[src/rtl/pwm_ctrl_pkg.sv]
// pwm_ctrl_pkg: frame geometry, field offsets and controller states shared by pwm_frame_ctrl.
package pwm_ctrl_pkg;
    localparam int FRAME_BITS = 36;
    localparam int DUTY_W = 10;
    localparam int HDR_W = 6;
    localparam int HDR_LSB = 0;
    localparam int D0_LSB = HDR_LSB + HDR_W;
    localparam int D1_LSB = D0_LSB + DUTY_W;
    localparam int D2_LSB = D1_LSB + DUTY_W;
    typedef enum logic [1:0] {IDLE, RECV, PENDING} state_t;
endpackage

[src/rtl/sync_edge.sv]
// sync_edge: 2-flop synchronizer followed by a registered rising-edge detector.
// EDGE=1 drives q with the one-cycle rise strobe, EDGE=0 with the level aligned to that strobe.
module sync_edge #(
    parameter bit EDGE = 1'b1
) (
    input logic clk,
    input logic reset,
    input logic din,
    output logic q
);
    logic [1:0] sync;
    logic last;
    always_ff @(posedge clk or posedge reset)
        if (reset) begin
            sync <= '0;
            last <= 1'b0;
            q <= 1'b0;
        end else begin
            sync <= {sync[0], din};
            last <= sync[1];
            q <= EDGE ? (sync[1] & ~last) : sync[1];
        end
endmodule

[src/rtl/pwm_frame_ctrl.sv]
// pwm_frame_ctrl: serial duty-frame receiver with shadow registers applied on PWM period boundaries,
// plus the shared prescaler and period counter. Define PWM_FRAME_PARITY_EN to make header bit 5 an even-parity bit.
module pwm_frame_ctrl
    import pwm_ctrl_pkg::*;
#(
    parameter int PRESCALE = 50,
    parameter logic [HDR_W-1:0] HDR_VAL = 6'h2A
) (
    input logic clk,
    input logic reset,
    input logic clock_data,
    input logic data,
    input logic frame_sync,
    output logic [DUTY_W-1:0] duty0,
    output logic [DUTY_W-1:0] duty1,
    output logic [DUTY_W-1:0] duty2,
    output logic [DUTY_W-1:0] pwm_cnt,
    output logic pwm_tick,
    output logic update,
    output logic frame_err,
    output logic pending
);
    localparam int PW = PRESCALE > 1 ? $clog2(PRESCALE) : 1;
    localparam logic [PW-1:0] PRE_MAX = PW'(PRESCALE - 1);
    localparam logic [5:0] FULL = 6'(FRAME_BITS);
    logic cd_rise, fs_rise, data_s, hdr_ok, valid, boundary, apply, pend_nx, busy_nx;
    logic [PW-1:0] pre;
    logic [5:0] bitcnt;
    logic [FRAME_BITS-1:0] shreg;
    logic [DUTY_W-1:0] sh0, sh1, sh2;
    state_t state;

    sync_edge #(.EDGE(1'b1)) u_cd (.clk(clk), .reset(reset), .din(clock_data), .q(cd_rise));
    sync_edge #(.EDGE(1'b0)) u_dt (.clk(clk), .reset(reset), .din(data), .q(data_s));
    sync_edge #(.EDGE(1'b1)) u_fs (.clk(clk), .reset(reset), .din(frame_sync), .q(fs_rise));

    assign pwm_tick = pre == PRE_MAX;
    assign boundary = pwm_tick && pwm_cnt == '1;
    assign apply = boundary && state == PENDING;
    assign pending = state == PENDING;
`ifdef PWM_FRAME_PARITY_EN
    assign hdr_ok = shreg[HDR_LSB +: HDR_W-1] == HDR_VAL[HDR_W-2:0]
                 && shreg[HDR_LSB+HDR_W-1] == ^shreg[FRAME_BITS-1:D0_LSB];
`else
    assign hdr_ok = shreg[HDR_LSB +: HDR_W] == HDR_VAL;
`endif
    assign valid = fs_rise && bitcnt == FULL && hdr_ok;

    // A valid commit always (re)arms pending, even on the boundary cycle that drains the old shadow.
    always_comb begin
        pend_nx = valid || (pending && !apply);
        busy_nx = !fs_rise && (bitcnt != '0 || cd_rise);
    end

    always_ff @(posedge clk or posedge reset)
        if (reset) begin
            state <= IDLE;
            pre <= '0;
            pwm_cnt <= '0;
            bitcnt <= '0;
            shreg <= '0;
            {sh0, sh1, sh2} <= '0;
            {duty0, duty1, duty2} <= '0;
            update <= 1'b0;
            frame_err <= 1'b0;
        end else begin
            pre <= pwm_tick ? '0 : pre + PW'(1);
            pwm_cnt <= pwm_cnt + DUTY_W'(pwm_tick);
            update <= apply;
            frame_err <= fs_rise && !valid;
            state <= pend_nx ? PENDING : busy_nx ? RECV : IDLE;
            if (apply) begin
                duty0 <= sh0;
                duty1 <= sh1;
                duty2 <= sh2;
            end
            if (valid) begin
                sh0 <= shreg[D0_LSB +: DUTY_W];
                sh1 <= shreg[D1_LSB +: DUTY_W];
                sh2 <= shreg[D2_LSB +: DUTY_W];
            end
            // A commit wins over a bit arriving in the same cycle; that bit is dropped.
            if (fs_rise) bitcnt <= '0;
            else if (cd_rise) begin
                if (bitcnt < FULL) shreg[bitcnt] <= data_s;
                if (bitcnt <= FULL) bitcnt <= bitcnt + 6'd1;
            end
        end
endmodule

[config.mk]
export PLATFORM = sky130hd
export DESIGN_NAME = pwm_frame_ctrl
export DESIGN_NICKNAME = d
export VERILOG_FILES = /design/src/rtl/pwm_ctrl_pkg.sv /design/src/rtl/sync_edge.sv /design/src/rtl/pwm_frame_ctrl.sv
export SDC_FILE = /design/constraint.sdc
export NUM_CORES = 1
export LEC_CHECK = 0
export CAP_MARGIN = 20
export CORE_MARGIN = 8
export CORE_UTILIZATION = 30
export DETAILED_ROUTE_END_ITERATION = 8
export GPL_TIMING_DRIVEN = 0
export RECOVER_POWER = 100
export SYNTH_ARGS = -nofsm -noshare
export SYNTH_HDL_FRONTEND = slang
export SYNTH_SLANG_ARGS = --single-unit
[constraint.sdc]
create_clock -name clk -period 9 [get_ports clk]
set_input_delay 1.35 -clock clk [delete_from_list [all_inputs] [get_ports clk]]
set_output_delay 1.35 -clock clk [all_outputs]
set_load 0.1 [all_outputs]
## Word level (Yosys, flattened, before mapping)

Cells that the tools add are included.

| word-level totals | value |
|---|---|
| register bits | 133 |
| input port bits | 5 |
| output and inout port bits | 44 |
| word-level logic and storage cells | 65 |

| operators by class | value |
|---|---|
| $add $sub $neg | 3 |
| order comparisons | 4 |
| equality and inequality tests | 5 |
| mux-type cells | 9 |
| bitwise logic cells | 5 |
| reduce and logical (&&, ||, !) cells | 18 |

Operators by type and width:

| cell | count |
|---|---|
| $bwmux W36 | 1 |
| $mux W6 | 4 |
| $eq A6 B6 Y1 const B | 3 |
| $add A6 B1 Y6 const B | 2 |
| $add A10 B1 Y10 | 1 |
| $eq A10 B10 Y1 const B | 1 |
| $logic_and A1 B1 Y1 | 8 |
| $lt A6 B7 Y1 const B | 1 |
| $demux W1 S6 | 1 |
| $ge A6 B1 Y1 const B | 1 |
| $le A6 B6 Y1 const B | 1 |
| $lt A6 B6 Y1 const B | 1 |
| $reduce_bool A6 Y1 | 1 |
| $reduce_bool A2 Y1 | 2 |
| $logic_not A1 Y1 | 3 |
| $not A1 Y1 | 3 |
| $reduce_and A3 Y1 | 1 |
| $and A1 B1 Y1 | 2 |
| $eq A2 B2 Y1 const B | 1 |
| $logic_or A1 B1 Y1 | 2 |
| $mux W1 | 2 |
| $mux W2 | 1 |
| $reduce_and A2 Y1 | 1 |

## Longest topological paths before layout

| depth | value |
|---|---|
| word-level depth | 7 |
| gate-level depth with buffers | 8 |
| mapped depth without buffers | 8 |

## Cells and area by module

A second synthesis with hierarchy kept.

| unflattened totals | value |
|---|---|
| cell total of the unflattened synthesis | 391 |
| area, all modules | 5395.2 um^2 |

Modules (own cells, without submodules):

| module | instances | cells an instance | area each (um^2) | sequential area each (um^2) |
|---|---|---|---|---|
| pwm_frame_ctrl | 1 | 375 | 5081.1 | 3052.9 |
| sync_edge (u_cd ...) | 2 | 6 | 117.6 | 100.1 |
| sync_edge (u_dt) | 1 | 4 | 78.8 | 75.1 |

## Least setup slack after synthesis

Ideal clock, no wire load.

| timing | value |
|---|---|
| path kind | register -> output |
| start | register pre[1] |
| end | output pwm_tick |
| arrival time | 1.337 ns |
| data required time | 7.650 ns |
| setup slack | 6.313 ns |
| stages on the path, launching flop included | 5 |
| path buffers | 0 |
| path through | dfrtp_1 > inv_1 > ha_1 > nand4b_1 > nor2_4 |

| on the way | value |
|---|---|
| longest elaborated chain between the ends | 1 |

RTL lines:

| element | line | RTL |
|---|---|---|
| start: declaration | pwm_frame_ctrl.sv:27 | `logic [PW-1:0] pre;` |
| start signal: assignment | pwm_frame_ctrl.sv:67 | `pre <= pwm_tick ? '0 : pre + PW'(1);` |
| $eq A6 B6 Y1 | pwm_frame_ctrl.sv:37 | `assign pwm_tick = pre == PRE_MAX;` |
| end: declaration | pwm_frame_ctrl.sv:18 | `output logic pwm_tick,` |

Every way passes these cells.

## Worst setup path after layout

Ends and elaborated chain as after synthesis.

==> results_dict.tcl <==
set metrics [dict create \
    ys_seq_elements 133 \
    p_per_area_nw_per_um2 208.5 \
    status "finished, violations left" \
    crit_fanout 8 \
    htree_num_levels 4 \
    timing_hold_violations_final 0 \
    tns_ns 0 \
    clk_latency_ns 0.41 \
    ctsResizeCount 0 \
    synth_ff_type "dfrtp_1" \
    syn-num-nets 405 \
    wl_met2_um 5249 \
    syn-instance-count 394 \
    whs_ns 0.3461 \
    tightest_slew_ns 3.004 \
    violations "max-capacitance violations, max-slew violations" \
    cts_hold_buf 0 \
    drv_slew 67 \
    design_area_um2 6753 \
    via_count 3216 \
    grt_pass1_wl_um 18490 \
    crit_type "reg -> out" \
    synth_top_family_by_area "multiplexers" \
    antenna_found_initial 0 \
    synth_warnings 0 \
    place_hpwl_um 7398 \
    die-area_um2 22620 \
    syn_area_per_cell_um2 13.76 \
    ant_nets 0 \
    die-height_um 150.4 \
    coreArea_um2 17840 \
    synth-simple-area-share 0.1057 \
    fin_crit_ns 4.269 \
    io_buffers 48 \
    fin_nets 473 \
    track_usage 0.1068 \
    max_freq_mhz 234.2 \
    finClkSkew_ns 0.005729 \
    wl_um 11110 \
    fin_crit_sh 0.4743 \
    clkTransAtPathRegs_ns 0.06 \
    wl_per_cell_um 15.78 \
    hp-class "reg -> reg" \
    numCtsBuffers 17 \
    drt_first_pass_iters 5 \
    rsz0062_at_grt "no" \
    synthXorXnorAreaFrac 0.01939 \
    async_reset_ff_frac 1.000 \
    top_layer_used "met4" \
    seq_area_frac_synth 0.6140 \
    start_util 0.3038 \
    pin_count 49 \
    place_inst 672 \
    die-width_um 150.4 \
    start_kind "register" \
    grt_pass1_vias 3456 \
    pre_cts_ws_ns 5.406 \
    setup_viol 0 \
    synthMuxAreaShare 0.2015 \
    synthAdderAreaFrac 0.01385 \
    crit_required_ns 7.65 \
    cts_setup_buffers 0 \
    n_antenna_cell 0 \
    synth-compound-area-share 0.01547 \
    synth_edf_count 0 \
    ir_worst_vdd_uv 129.0 \
    overflow 0 \
    arrival_ns 2.92 \
    post-route-drc-count 0 \
    netlist_area_um2 5420 \
    grt_max_degree 68 \
    cts_buffer_depth 2 \
    cts_root_buf "clkbuf_16" \
    dpl_cell_area_um2 6220 \
    rows 49 \
    wl_met3_um 522 \
    met1_length_um 5213 \
    synth_cell_types 40 \
    area_growth_syn_to_layout_pct 24.58 \
    drv_cap 1 \
    relSlewSlack -1.013 \
    cts.sinks 133 \
    routabilityCongestion 0.8157 \
    leakagePower_nw 3.295 \
    vias_per_cell 4.568 \
    setup_ws_ns 4.731 \
    first_iter_violations 169 \
    post_route_cells_drive_above_1_share 0.2821 \
    cp-end-kind "output port" \
    cts_tree "yes" \
    fin_cells 704 \
]
## cells by family after synthesis
group	count (synthesis)
AOI/OAI and AO/OA	13
muxes	97
and+or+nand+nor	104
xor gates and xnor gates	12
adders and majority gates	6
buffers and inverters	29
DFF	133
## cell usage in the layout, fill, tap and decap left out, types with 2 or more instances in the layout
| cell type | synthesis | routed |
|---|---|---|
| mux2_2 | 95 | 95 |
| inv_1 | 8 | 7 |
| dlygate4sd3_1 | 0 | 48 |
| nor2b_1 | 5 | 5 |
| clkinv_2 | 0 | 2 |
| nand2_1 | 36 | 37 |
| a41oi_1 | 2 | 2 |
| o21ai_0 | 2 | 2 |
| clkbuf_16 | 0 | 17 |
| xor2_1 | 4 | 4 |
| xnor2_1 | 8 | 8 |
| clkbuf_8 | 0 | 3 |
| nand3b_1 | 2 | 2 |
| clkinvlp_4 | 0 | 5 |
| nand3_1 | 11 | 12 |
| buf_2 | 7 | 3 |
| clkbuf_1 | 7 | 17 |
| nand4_1 | 4 | 4 |
| a21oi_1 | 5 | 5 |
| nor3_1 | 7 | 8 |
| nor4_1 | 4 | 5 |
| and3_1 | 7 | 7 |
| dfrtp_1 | 133 | 133 |
| bufinv_16 | 0 | 4 |
| nand4b_1 | 2 | 2 |
| mux2_1 | 2 | 2 |
| nor2_1 | 14 | 15 |
| ha_1 | 6 | 6 |
## stage by stage
step / power (mW) / utilization
finish: 1.408 / 0.3785
global route: 1.464 / 0.3785
CTS: 1.433 / 0.3847
detailed placement: 0.6796 / 0.3486
global placement: 0.6769 / 0.3468
floorplan: 0.6608 / -
## per-layer routing
layer  GRT usage  vias to the layer above
met5           0                        -
met2      0.1628                       51
li1            -                     1510
met1      0.1351                     1643
met4     0.04048                        0
met3     0.04028                       12
## power breakdown
| part | leakage (nW) | switching [mW] | internal [mW] |
|---|---|---|---|
| clock | 0.300 | 0.256 | 0.485 |
| combinational | 1.18 | 0.0346 | 0.0164 |
| sequential | 1.81 | 0.00539 | 0.611 |
| total | 3.29 | 0.296 | 1.11 |
## flip-flops by register name, summed over array words and instances, names as in the netlist, 6 cells and up
register	cells
sh2	10
sh0	10
duty0	10
sh1	10
pre	6
pwm_cnt	10
shreg	36
duty2	10
bitcnt	6
duty1	10
## final cells by class
type	count	area (um2)
fill	1733	11090
sequential	133	3328
multi-input combinational	232	1873
timing repair buffer	49	508.0
clock buffer	20	466.7
tap	229	286.5
clock inverter	12	176.4
buffer	21	82.58
inverter	8	31.28
## worst max-delay path, cell delays in order (launching register included)
cell	delay [ns]
dfrtp_1	0.41
inv_1	0.07
ha_1	0.16
nand4b_1	0.13
nor2_1	0.44
dlygate4sd3_1	1.29
## synth_stat cells, drive strengths merged (4+ instances only)
cell type | n | area share
xor2 | 4 | 0.0065
dfrtp | 133 | 0.61
ha | 6 | 0.014
nand3 | 12 | 0.012
xnor2 | 8 | 0.013
mux2 | 97 | 0.20
nor2 | 15 | 0.012
inv | 8 | 0.0055
nand2 | 37 | 0.026
nand4 | 4 | 0.0046
nor4 | 5 | 0.0085
and3 | 7 | 0.0081
a21oi | 5 | 0.0046
buf | 14 | 0.020
clkbuf | 7 | 0.0048
nor3 | 9 | 0.011
nor2b | 5 | 0.0058
## worst paths after layout
check                                  startpoint                   end  slack, ns  depth (start not counted)
max in group asynchronous                   reset  duty1[4]$_DFFE_PP0P_       5.40                          2
hold reg to reg            u_dt.sync[1]$_DFF_PP0_      u_dt.q$_DFF_PP0_       0.35                          0
setup reg to reg            bitcnt[1]$_DFFE_PP0P_    sh1[0]$_DFFE_PP0P_       6.14                          7
min in group asynchronous                   reset  shreg[4]$_DFFE_PP0P_       2.26                          2
hold / removal             u_dt.sync[1]$_DFF_PP0_      u_dt.q$_DFF_PP0_       0.35                          0
setup / recovery                 pre[1]$_DFF_PP0_              pwm_tick       4.73                          5
Note: power is estimated with default switching activity, not from simulation.
